--- src/rtl/mips_debug_pkg.sv ---
// Shared debug-path definitions: program-loader FSM encodings, HALT marker and byte-lane helpers.
// Also imported by DebugUnit; keep encodings stable.
package mips_debug_pkg;

    typedef enum logic [1:0] {
        LDR_IDLE  = 2'd0,
        LDR_LOAD  = 2'd1,
        LDR_WRITE = 2'd2,
        LDR_DONE  = 2'd3
    } ldr_state_t;

    localparam logic [31:0] LDR_HALT_WORD  = 32'hFC00_0000;
    localparam int          LDR_BYTE_CNT_W = 2;

    // Bytes arrive MSB-first, so each new byte lands in the low lane.
    function automatic logic [31:0] ldr_shift_in(input logic [31:0] word, input logic [7:0] rx_byte);
        return {word[23:0], rx_byte};
    endfunction

    function automatic logic ldr_last_byte(input logic [LDR_BYTE_CNT_W-1:0] byte_cnt);
        return (byte_cnt == {LDR_BYTE_CNT_W{1'b1}});
    endfunction

endpackage

--- src/rtl/loader_idle_timer.sv ---
// Idle-gap counter for the program loader: clear has priority, counts while enabled,
// and flags expiry on the cycle the count reaches LIMIT-1 (one more idle cycle would hit LIMIT).
module loader_idle_timer #(
    parameter int LIMIT = 1000000
) (
    input  logic clk,
    input  logic rst,
    input  logic clr,
    input  logic en,
    output logic expired
);

    localparam int CNT_W = (LIMIT > 2) ? $clog2(LIMIT) : 1;

    logic [CNT_W-1:0] count_r;

    // Idle-cycle counter, synchronous active-low reset.
    always_ff @(posedge clk) begin
        if (!rst) begin
            count_r <= {CNT_W{1'b0}};
        end else if (clr) begin
            count_r <= {CNT_W{1'b0}};
        end else if (en) begin
            count_r <= count_r + CNT_W'(1);
        end
    end

    assign expired = en && !clr && (count_r == CNT_W'(LIMIT - 1));

endmodule

--- src/rtl/uart_program_loader.sv ---
// Assembles UART bytes into 32-bit words and writes them to instruction memory at incrementing addresses.
// Optional idle-gap timeout is built only when PROG_LOADER_TIMEOUT_EN is defined.
module uart_program_loader
    import mips_debug_pkg::*;
#(
    parameter int          ADDR_W         = 8,
    parameter logic [31:0] HALT_WORD      = LDR_HALT_WORD,
    parameter int          TIMEOUT_CYCLES = 1000000
) (
    input  logic              clk,
    input  logic              rst,
    input  logic              start,
    input  logic [7:0]        rx_data,
    input  logic              rx_done,
    output logic [31:0]       instr_data,
    output logic [ADDR_W-1:0] instr_addr,
    output logic              instr_wr,
    output logic              busy,
    output logic              done,
    output logic              error
);

    ldr_state_t                state_r;
    logic [ADDR_W-1:0]         addr_r;
    logic [LDR_BYTE_CNT_W-1:0] byte_cnt_r;
    logic [31:0]               word_r;
    logic [31:0]               instr_data_r;
    logic [ADDR_W-1:0]         instr_addr_r;
    logic                      instr_wr_r;
    logic                      busy_r;
    logic                      done_r;
    logic                      error_r;
    logic                      timeout_s;
    logic                      last_addr_s;

    assign last_addr_s = (addr_r == {ADDR_W{1'b1}});

`ifdef PROG_LOADER_TIMEOUT_EN
    logic timer_clr_s;
    logic timer_en_s;

    assign timer_clr_s = rx_done || (state_r != LDR_LOAD);
    assign timer_en_s  = (state_r == LDR_LOAD) && (byte_cnt_r != {LDR_BYTE_CNT_W{1'b0}});

    loader_idle_timer #(
        .LIMIT   (TIMEOUT_CYCLES)
    ) u_idle_timer (
        .clk     (clk),
        .rst     (rst),
        .clr     (timer_clr_s),
        .en      (timer_en_s),
        .expired (timeout_s)
    );
`else
    assign timeout_s = 1'b0;
`endif

    // Loader FSM with all outputs registered; the write strobe is raised on the edge that
    // captures the 4th byte so memory sees it the very next cycle.
    always_ff @(posedge clk) begin
        if (!rst) begin
            state_r      <= LDR_IDLE;
            addr_r       <= {ADDR_W{1'b0}};
            byte_cnt_r   <= {LDR_BYTE_CNT_W{1'b0}};
            word_r       <= 32'h0000_0000;
            instr_data_r <= 32'h0000_0000;
            instr_addr_r <= {ADDR_W{1'b0}};
            instr_wr_r   <= 1'b0;
            busy_r       <= 1'b0;
            done_r       <= 1'b0;
            error_r      <= 1'b0;
        end else begin
            instr_wr_r <= 1'b0;
            case (state_r)
                LDR_IDLE, LDR_DONE: begin
                    if (start) begin
                        state_r    <= LDR_LOAD;
                        addr_r     <= {ADDR_W{1'b0}};
                        byte_cnt_r <= {LDR_BYTE_CNT_W{1'b0}};
                        word_r     <= 32'h0000_0000;
                        busy_r     <= 1'b1;
                        done_r     <= 1'b0;
                        error_r    <= 1'b0;
                    end
                end
                LDR_LOAD: begin
                    if (timeout_s) begin
                        state_r    <= LDR_DONE;
                        byte_cnt_r <= {LDR_BYTE_CNT_W{1'b0}};
                        word_r     <= 32'h0000_0000;
                        busy_r     <= 1'b0;
                        done_r     <= 1'b1;
                        error_r    <= 1'b1;
                    end else if (rx_done) begin
                        word_r     <= ldr_shift_in(word_r, rx_data);
                        byte_cnt_r <= byte_cnt_r + LDR_BYTE_CNT_W'(1);
                        if (ldr_last_byte(byte_cnt_r)) begin
                            state_r      <= LDR_WRITE;
                            instr_wr_r   <= 1'b1;
                            instr_data_r <= ldr_shift_in(word_r, rx_data);
                            instr_addr_r <= addr_r;
                        end
                    end
                end
                LDR_WRITE: begin
                    if (word_r == HALT_WORD) begin
                        state_r <= LDR_DONE;
                        busy_r  <= 1'b0;
                        done_r  <= 1'b1;
                    end else if (last_addr_s) begin
                        state_r <= LDR_DONE;
                        busy_r  <= 1'b0;
                        done_r  <= 1'b1;
                        error_r <= 1'b1;
                    end else begin
                        state_r <= LDR_LOAD;
                        addr_r  <= addr_r + ADDR_W'(1);
                        // A byte landing in the write cycle is byte 0 of the next word.
                        if (rx_done) begin
                            word_r     <= ldr_shift_in(word_r, rx_data);
                            byte_cnt_r <= LDR_BYTE_CNT_W'(1);
                        end
                    end
                end
                default: begin
                    state_r <= LDR_IDLE;
                end
            endcase
        end
    end

    assign instr_data = instr_data_r;
    assign instr_addr = instr_addr_r;
    assign instr_wr   = instr_wr_r;
    assign busy       = busy_r;
    assign done       = done_r;
    assign error      = error_r;

endmodule

--- config.mk ---
export PLATFORM = sky130hd
export DESIGN_NAME = uart_program_loader
export DESIGN_NICKNAME = d
export VERILOG_FILES = /design/src/rtl/mips_debug_pkg.sv /design/src/rtl/loader_idle_timer.sv /design/src/rtl/uart_program_loader.sv
export SDC_FILE = /design/constraint.sdc
export NUM_CORES = 1
export LEC_CHECK = 0
export CAP_MARGIN = 20
export CELL_PAD_IN_SITES_DETAIL_PLACEMENT = 1
export CELL_PAD_IN_SITES_GLOBAL_PLACEMENT = 2
export CORE_ASPECT_RATIO = 1.4
export CORE_MARGIN = 5
export CORE_UTILIZATION = 35
export DETAILED_ROUTE_END_ITERATION = 8
export GPL_TIMING_DRIVEN = 0
export HOLD_SLACK_MARGIN = 0.05
export PLACE_DENSITY = 0.95
export SLEW_MARGIN = 20
export SYNTH_ARGS = -nofsm -noshare
export SYNTH_HDL_FRONTEND = slang
export SYNTH_SLANG_ARGS = --single-unit
export TNS_END_PERCENT = 100
--- constraint.sdc ---
create_clock -name clk -period 2.6 [get_ports clk]
set_input_delay 0.39 -clock clk [delete_from_list [all_inputs] [get_ports clk]]
set_output_delay 0.39 -clock clk [all_outputs]
set_load 0.005 [all_outputs]
# After elaboration in Yosys (flattened, before gate mapping)
# Cells that the tools add are included.
[word_totals]
reg_bits = 88
latchBits = 0
ram_bits = 0
mem_bits_ro = 0
in_bits = 12
out_inout_bits = 44
wordCells = 70
n_memories = 0
[op_classes]
add_sub_neg = 2
mul = 0
div_mod_pow = 0
magnitude_cmp = 0
eq_ne = 14
shifts = 0
muxes = 32
bitwise_logic = 1
reduce_logical = 11
[ops]
columns = ["operator", "count"]
rows = [
  ["32-bit two-way mux", 4],
  ["32-bit one-hot mux with 3 select lines", 1],
  ["32-bit == test (second input constant)", 1],
  ["8-bit two-way mux", 3],
  ["2-bit two-way mux", 10],
  ["8-bit one-hot mux with 2 select lines", 1],
  ["3-bit AND reduction", 5],
  ["2-bit != test (second input constant)", 7],
  ["2-bit one-hot mux with 3 select lines", 2],
  ["8-bit by 1-bit adder with 8-bit output (second input constant)", 1],
  ["8-bit == test (second input constant)", 1],
  ["1-bit two-way mux", 8],
  ["4-bit AND reduction", 2],
  ["2-bit == test (second input constant)", 3],
  ["1-bit one-hot mux with 2 select lines", 3],
  ["5-bit AND reduction", 1],
  ["3-bit != test (second input constant)", 1],
  ["2-bit by 1-bit adder with 2-bit output (second input constant)", 1],
  ["2-bit by 1-bit == test with 1-bit output (second input constant)", 1],
  ["2-bit logical NOT", 1],
  ["2-bit nonzero test", 1],
  ["2-bit OR reduction", 1],
  ["1-bit NOT", 1],
]

# Depth between registers and ports, before layout
# Gate-level depths: netlist of the first run.
[logic_depth]
word_depth = 4
depth_mapped = 8
depth_no_buf = 6

# Worst setup path after synthesis of the first run
# Ideal clock, no wire load.
[synth_path]
path_kind = "register to register"
startpoint = "reg state_r[0]"
endpoint = "reg word_r[1]"
setup_time_ps = 69
arrival_time_ps = 1662
required_time_ps = 2531
slack_ps = 869
path_stages_with_launch = 8
path_buffers = 1
period_less_slack_ps = 1731
cell_sequence = "dfxtp_1 > inv_1 > ha_1 > mux2_2 > nand2_1 > clkbuf_1 > nand4_1 > o21ai_1"
[synth_via]
elab_chain_cells = 4
word_cells_on_any_way = 10
cone_classes = "eq/ne: 6; mux: 1; reduce/logical: 3"
[synth_lines]
columns = ["element", "line", "source"]
rows = [
  ["start: declaration", "uart_program_loader.sv:23", "ldr_state_t state_r;"],
  ["start signal: assignment", "uart_program_loader.sv:62", "state_r <= LDR_IDLE;"],
  ["start signal: assignment", "uart_program_loader.sv:77", "state_r <= LDR_LOAD;"],
  ["start signal: assignment", "uart_program_loader.sv:88", "state_r <= LDR_DONE;"],
  ["2-bit == test / 2-bit logical NOT (equally long branches)", "uart_program_loader.sv:74", "case (state_r)"],
  ["2-bit OR reduction", "uart_program_loader.sv:74", ""],
  ["2-bit != test (no line)", "n/a", ""],
  ["3-bit AND reduction (no line)", "n/a", ""],
  ["end signal: assignment", "uart_program_loader.sv:95", "word_r <= ldr_shift_in(word_r, rx_data);"],
  ["end signal: assignment", "uart_program_loader.sv:120", "word_r <= ldr_shift_in(word_r, rx_data);"],
  ["end: declaration", "uart_program_loader.sv:26", "logic [31:0] word_r;"],
]
# Several ways; a longest one is shown, not always the timed one.
# A chain may end at the register's enable or synchronous reset.

# Worst setup path in the final report of the first run
[layout_path]
startpoint = "reg state_r[0]"
endpoint = "reg word_r[11]"
# Same word-level chain as after synthesis.

==> results of run 1 <==
cells in the mapped netlist, drive strengths merged:
cell	instances	share of area, %
a211o	1	0.23
a21boi	1	0.49
a21oi	46	6.2
a41o	1	0.26
and2	1	0.16
and4	2	0.46
and4b	1	0.26
and4bb	1	0.33
buf	11	2.5
clkbuf	26	2.5
dfxtp	88	46
ha	4	1.3
inv	6	0.59
mux2	1	0.29
mux2i	2	0.52
nand2	87	8.5
nand2b	2	0.33
nand3	9	1.5
nand3b	33	6.5
nand4	45	7.9
nand4b	2	0.46
nor2	4	0.39
nor2b	1	0.16
nor4	6	2.2
nor4b	1	0.39
o2111ai	1	0.68
o211ai	3	0.95
o21a	2	0.39
o21ai	36	5.1
o21ba	1	0.26
o221ai	1	0.39
o31ai	1	0.20
o32ai	2	0.46
or2	1	0.16
or3	2	0.33
or4	4	0.78
logic make-up after synthesis:
group | count (synthesis)
and+or+nand+nor | 202
adders and majority gates | 4
DFF | 88
muxes | 3
AOI/OAI and AO/OA | 96
buffers and inverters | 43
tightest hold or removal path, cell delays in order (launching register included):
cell	delay, ns
dfxtp_1	0.31
inv_1	0.05
a21oi_1	0.05
stage by stage:
step                      util [%]  worst slack (ns)  total power [mW]  hold slack, ns
final                        45.00            0.4864             2.915          0.4495
after global routing         45.00            0.3520             3.015          0.4774
after CTS                    45.00            0.4850             2.937          0.4529
after detailed placement     42.23            0.3414             1.630          0.4438
after global placement       42.23            0.3775             1.621          0.4382
after floorplan                  -            0.8691             1.547          0.4418
layout make-up:
class	count	share of cell area, %
multi-input combinational	305	38.27
sequential	88	36.21
timing repair buffer	55	11.32
clock buffer	11	4.990
buffer	37	3.961
tap	141	3.627
clock inverter	5	1.157
inverter	6	0.4630
path summary, 6_finish.rpt:
path / slack (ns) / endpoint / from
setup reg to reg: 0.49 / word_r[11] / state_r[0]
hold reg to reg: 0.45 / error / error
hold / removal: 0.45 / error / error
setup / recovery: 0.49 / word_r[11] / state_r[0]
power breakdown:
part           internal, mW  switching (mW)  total, mW
logic                0.0849           0.145      0.230
clock network         0.770           0.545       1.32
registers              1.36          0.0119       1.37
total                  2.21           0.702       2.91
sequential cells by signal, summed over array words and instances, names as in the netlist:
register	count
addr_r	8
busy	1
byte_cnt_r	2
done	1
error	1
instr_addr	8
instr_data	32
instr_wr	1
state_r	2
word_r	32
metal layers:
metal | track usage [%] | vias up | part of all wire, %
met5 | 0 | - | 0
met3 | 2.810 | 31 | 2.7
met1 | 20.42 | 1763 | 41
met2 | 32.69 | 67 | 52
met4 | 9.795 | 0 | 3.8
li1 | - | 1703 | -
==> flow_summary.json, run 1 <==
{
  "status": "complete, no violations",
  "num_antenna_cells": 0,
  "tightest_slew_ns": 0.6290,
  "drc": 0,
  "synth_mux_area_share_pct": 0.8149,
  "yosys.area_share.adder_pct": 1.304,
  "fill_cells": 1292,
  "crit_buf_inv": 2,
  "ys_seq_area_share_pct": 45.89,
  "yosys.cell_types.count": 48,
  "synth_seq_cells": 88,
  "place_inst": 632,
  "cts.clk_slew.worst_paths_ns": 0.06,
  "grt_pass1_wl_mm": 19.47,
  "vdd_drop_max_mv": 0.2939,
  "vias": 3564,
  "synth-compound-area-share_pct": 15.58,
  "antenna_found_initial": 0,
  "setup_viol": 0,
  "rsz0062_at_grt": "false",
  "place.gp.congestion": 0.8695,
  "drt_iter0_markers": 134,
  "portBuffers": 55,
  "cts_made_buffers": 9,
  "post_cts_buffers": 0,
  "period_share_pct": 81.29,
  "layoutNonFillerInstCount": 648,
  "cts_max_path_buffers": 2,
  "syn_inst": 436,
  "wl_per_cell_um": 18.08,
  "synth_nets": 452,
  "syn_area_per_cell_um2": 8.804,
  "arrival_ns": 2.38,
  "fin_skew_ns": 0.006565,
  "regArea_mm2": 0.001762,
  "crit_slowest_cell": "mux2_2",
  "final_area_mm2": 0.004865,
  "drive_gt1_share_pct": 8.481,
  "antenna_left": 0,
  "crit_family": "buffers and inverters",
  "dr.pass1.iters": 4,
  "io_pins": 56,
  "maxCapViolations": 0,
  "synthSimpleGateAreaFrac_pct": 30.80,
  "drt_wl_total_mm": 11.72,
  "grt-ovfl-total": 0,
  "hold_depth": 2,
  "grt_pass1_vias": 3799,
  "placed_cell_area_mm2": 0.004566,
  "max_stage_delay_ns": 0.41,
  "synth_warnings": 0,
  "htree_levels": 3,
  "die_area_mm2": 0.01319,
  "power_leakage_nw": 1.531,
  "p_per_area_mw_per_mm2": 599.2,
  "start_util_pct": 35.51,
  "hold_violations": 0,
  "clock_latency_ns": 0.34,
  "grt_max_degree": 15,
  "syn2layout_area_growth_pct": 26.73,
  "core-area_mm2": 0.01081,
  "clock.fmax_mhz": 473.1,
  "hold_buffers": 0,
  "synthXorXnorAreaFrac_pct": 0,
  "hp-class": "flop to flop",
  "grt_usage_pct": 18.20,
  "syn_area_mm2": 0.003839,
  "vias_per_cell": 5.500,
  "dieHeight_um": 133.9,
  "nets": 518,
  "layout_common_cells": "88 x dfxtp_1, 87 x nand2_1, 55 x clkdlybuf4s50_1",
  "num_rows": 45,
  "cts_root_buffer": "clkbuf_16",
  "fin_crit_ns": 2.114,
  "die_w_um": 98.51,
  "cts_tree": "built",
  "multiInputGateArea_mm2": 0.001862,
  "cts_repair_resize_count": 0,
  "maxSlewViolCount": 0,
  "layout_commonest_cell": "dfxtp_1",
  "critPathLaunchType": "flop",
  "slew-limit-headroom_pct": 58.06,
  "hpwl_mm": 8.549,
  "crit_type": "flop to flop",
  "setup_tns_ns": 0,
  "cp.required_ns": 2.86,
  "worstRegToRegCells": 7,
  "clock_sinks": 88,
  "crit_path_end_kind": "flop",
  "worstPathCellList": "inv_1 -> ha_1 -> mux2_2 -> nand2_1 -> clkbuf_1 -> nand4_1 -> o21ai_0",
  "path_depth": 7,
  "cp_max_fo": 10,
  "synth_top_family_by_area": "simple AND/OR/NAND/NOR gates"
}
Power figures use the tool's default switching activity.
==> inputs of run 2 (changes only) <==
CORE_UTILIZATION = 33   (was 35)
PLACE_DENSITY = 0.91   (was 0.95)
clock period = 2.2 ns   (was 2.6 ns; I/O delays follow)
==> run 2 against run 1 <==
Against the previous run: global-route usage decreased by 1.1 points; combinational power up 17%; register-to-register slack worse by 0.33 ns; flip-flop and latch count stayed put; fmax is 3.3% higher.
==> flow_summary.json, run 2 (synthesis results as in run 1) <==
{
  "status": "complete, no violations",
  "vias_per_cell": 5.358,
  "dieHeight_um": 137.6,
  "place.gp.congestion": 0.8449,
  "start_util_pct": 33.68,
  "cp.required_ns": 2.48,
  "final_area_mm2": 0.004903,
  "clock_sinks": 88,
  "drive_gt1_share_pct": 9.073,
  "vias": 3488,
  "htree_levels": 3,
  "setup_viol": 0,
  "rsz0062_at_grt": "false",
  "drc": 0,
  "core-area_mm2": 0.01140,
  "power_leakage_nw": 1.546,
  "layout_commonest_cell": "dfxtp_1",
  "grt_max_degree": 16,
  "io_pins": 56,
  "cts_made_buffers": 9,
  "hold_buffers": 0,
  "period_share_pct": 93.03,
  "fin_skew_ns": 0.005317,
  "hold_violations": 0,
  "post_cts_buffers": 0,
  "cts_root_buffer": "clkbuf_16",
  "cts_repair_resize_count": 0,
  "maxCapViolations": 0,
  "p_per_area_mw_per_mm2": 728.5,
  "critPathLaunchType": "flop",
  "num_antenna_cells": 0,
  "drt_wl_total_mm": 11.28,
  "crit_type": "flop to flop",
  "clock_latency_ns": 0.34,
  "syn2layout_area_growth_pct": 27.74,
  "cts.clk_slew.worst_paths_ns": 0.06,
  "grt_usage_pct": 17.11,
  "hp-class": "flop to flop",
  "layout_common_cells": "88 x dfxtp_1, 87 x nand2_1, 55 x clkdlybuf4s50_1",
  "cp_max_fo": 10,
  "grt-ovfl-total": 0,
  "portBuffers": 55,
  "hold_ws_ns": 0.4536,
  "cts_max_path_buffers": 2,
  "clock.fmax_mhz": 488.6,
  "cts_tree": "built",
  "maxSlewViolCount": 0,
  "grt_pass1_wl_mm": 18.77,
  "placed_cell_area_mm2": 0.004569,
  "final_util_pct": 43.03,
  "antenna_left": 0,
  "slew-limit-headroom_pct": 59.22,
  "drt_iter0_markers": 161,
  "antenna_found_initial": 0,
  "dr.pass1.iters": 5,
  "num_rows": 46,
  "nets": 518,
  "tightest_slew_ns": 0.6117,
  "arrival_ns": 2.32,
  "crit_path_end_kind": "flop",
  "die_w_um": 101.2,
  "vdd_drop_max_mv": 0.4068,
  "wl_per_cell_um": 17.33,
  "grt_pass1_vias": 3753,
  "hpwl_mm": 8.364,
  "fin_crit_ns": 2.047,
  "die_area_mm2": 0.01392
}
==> run 2: where the power goes <==
group	switching [mW]	total (mW)	internal [mW]	leakage, nW
sequential	0.0142	1.62	1.60	0.710
clock	0.654	1.68	1.03	0.155
combinational	0.169	0.270	0.101	0.682
total	0.837	3.57	2.74	1.55
==> run 2: final cells by class <==
class	count	area, um^2
timing repair buffer	55	550.5
inverter	6	22.52
clock buffer	10	239.0
tap	144	180.2
buffer	37	195.2
fill	1338	6492
sequential	88	1762
multi-input combinational	305	1862
clock inverter	6	92.59
==> run 2: worst paths after layout <==
check                                     from             end  slack, ns  depth (start not counted)
worst max-delay path                state_r[0]       word_r[7]       0.15                          7
worst min-delay path            instr_data[12]  instr_data[12]       0.45                          2
worst max register to register      state_r[0]       word_r[7]       0.15                          7
worst min register to register  instr_data[12]  instr_data[12]       0.45                          2
==> run 2: through the flow <==
| stage | worst slack, ns | std cells | total power [mW] | TNS [ns] |
|---|---|---|---|---|
| after floorplan | 0.4691 | 436 | 1.828 | 0 |
| after global placement | 0.01766 | 635 | 1.918 | 0 |
| after detailed placement | -0.006203 | 635 | 1.923 | -0.01141 |
| after CTS | 0.1027 | 651 | 3.596 | 0 |
| after global routing | 0.01767 | 651 | 3.686 | 0 |
| final | 0.1534 | 651 | 3.572 | 0 |
==> run 2: worst max-delay path, cell delays in order (launching register included) <==
cell,delay (ns)
dfxtp_1,0.37
inv_1,0.06
ha_1,0.34
mux2_2,0.41
nand2_1,0.19
clkbuf_1,0.37
nand4_1,0.15
o21ai_1,0.09
==> run 2: per-layer routing <==
layer | share of wire (%) | up-vias | track usage (%)
met5 | 0 | - | 0
met4 | 2.3 | 0 | 7.317
met3 | 2.1 | 16 | 2.482
met2 | 55 | 55 | 31.59
met1 | 41 | 1717 | 19.22
li1 | - | 1700 | -
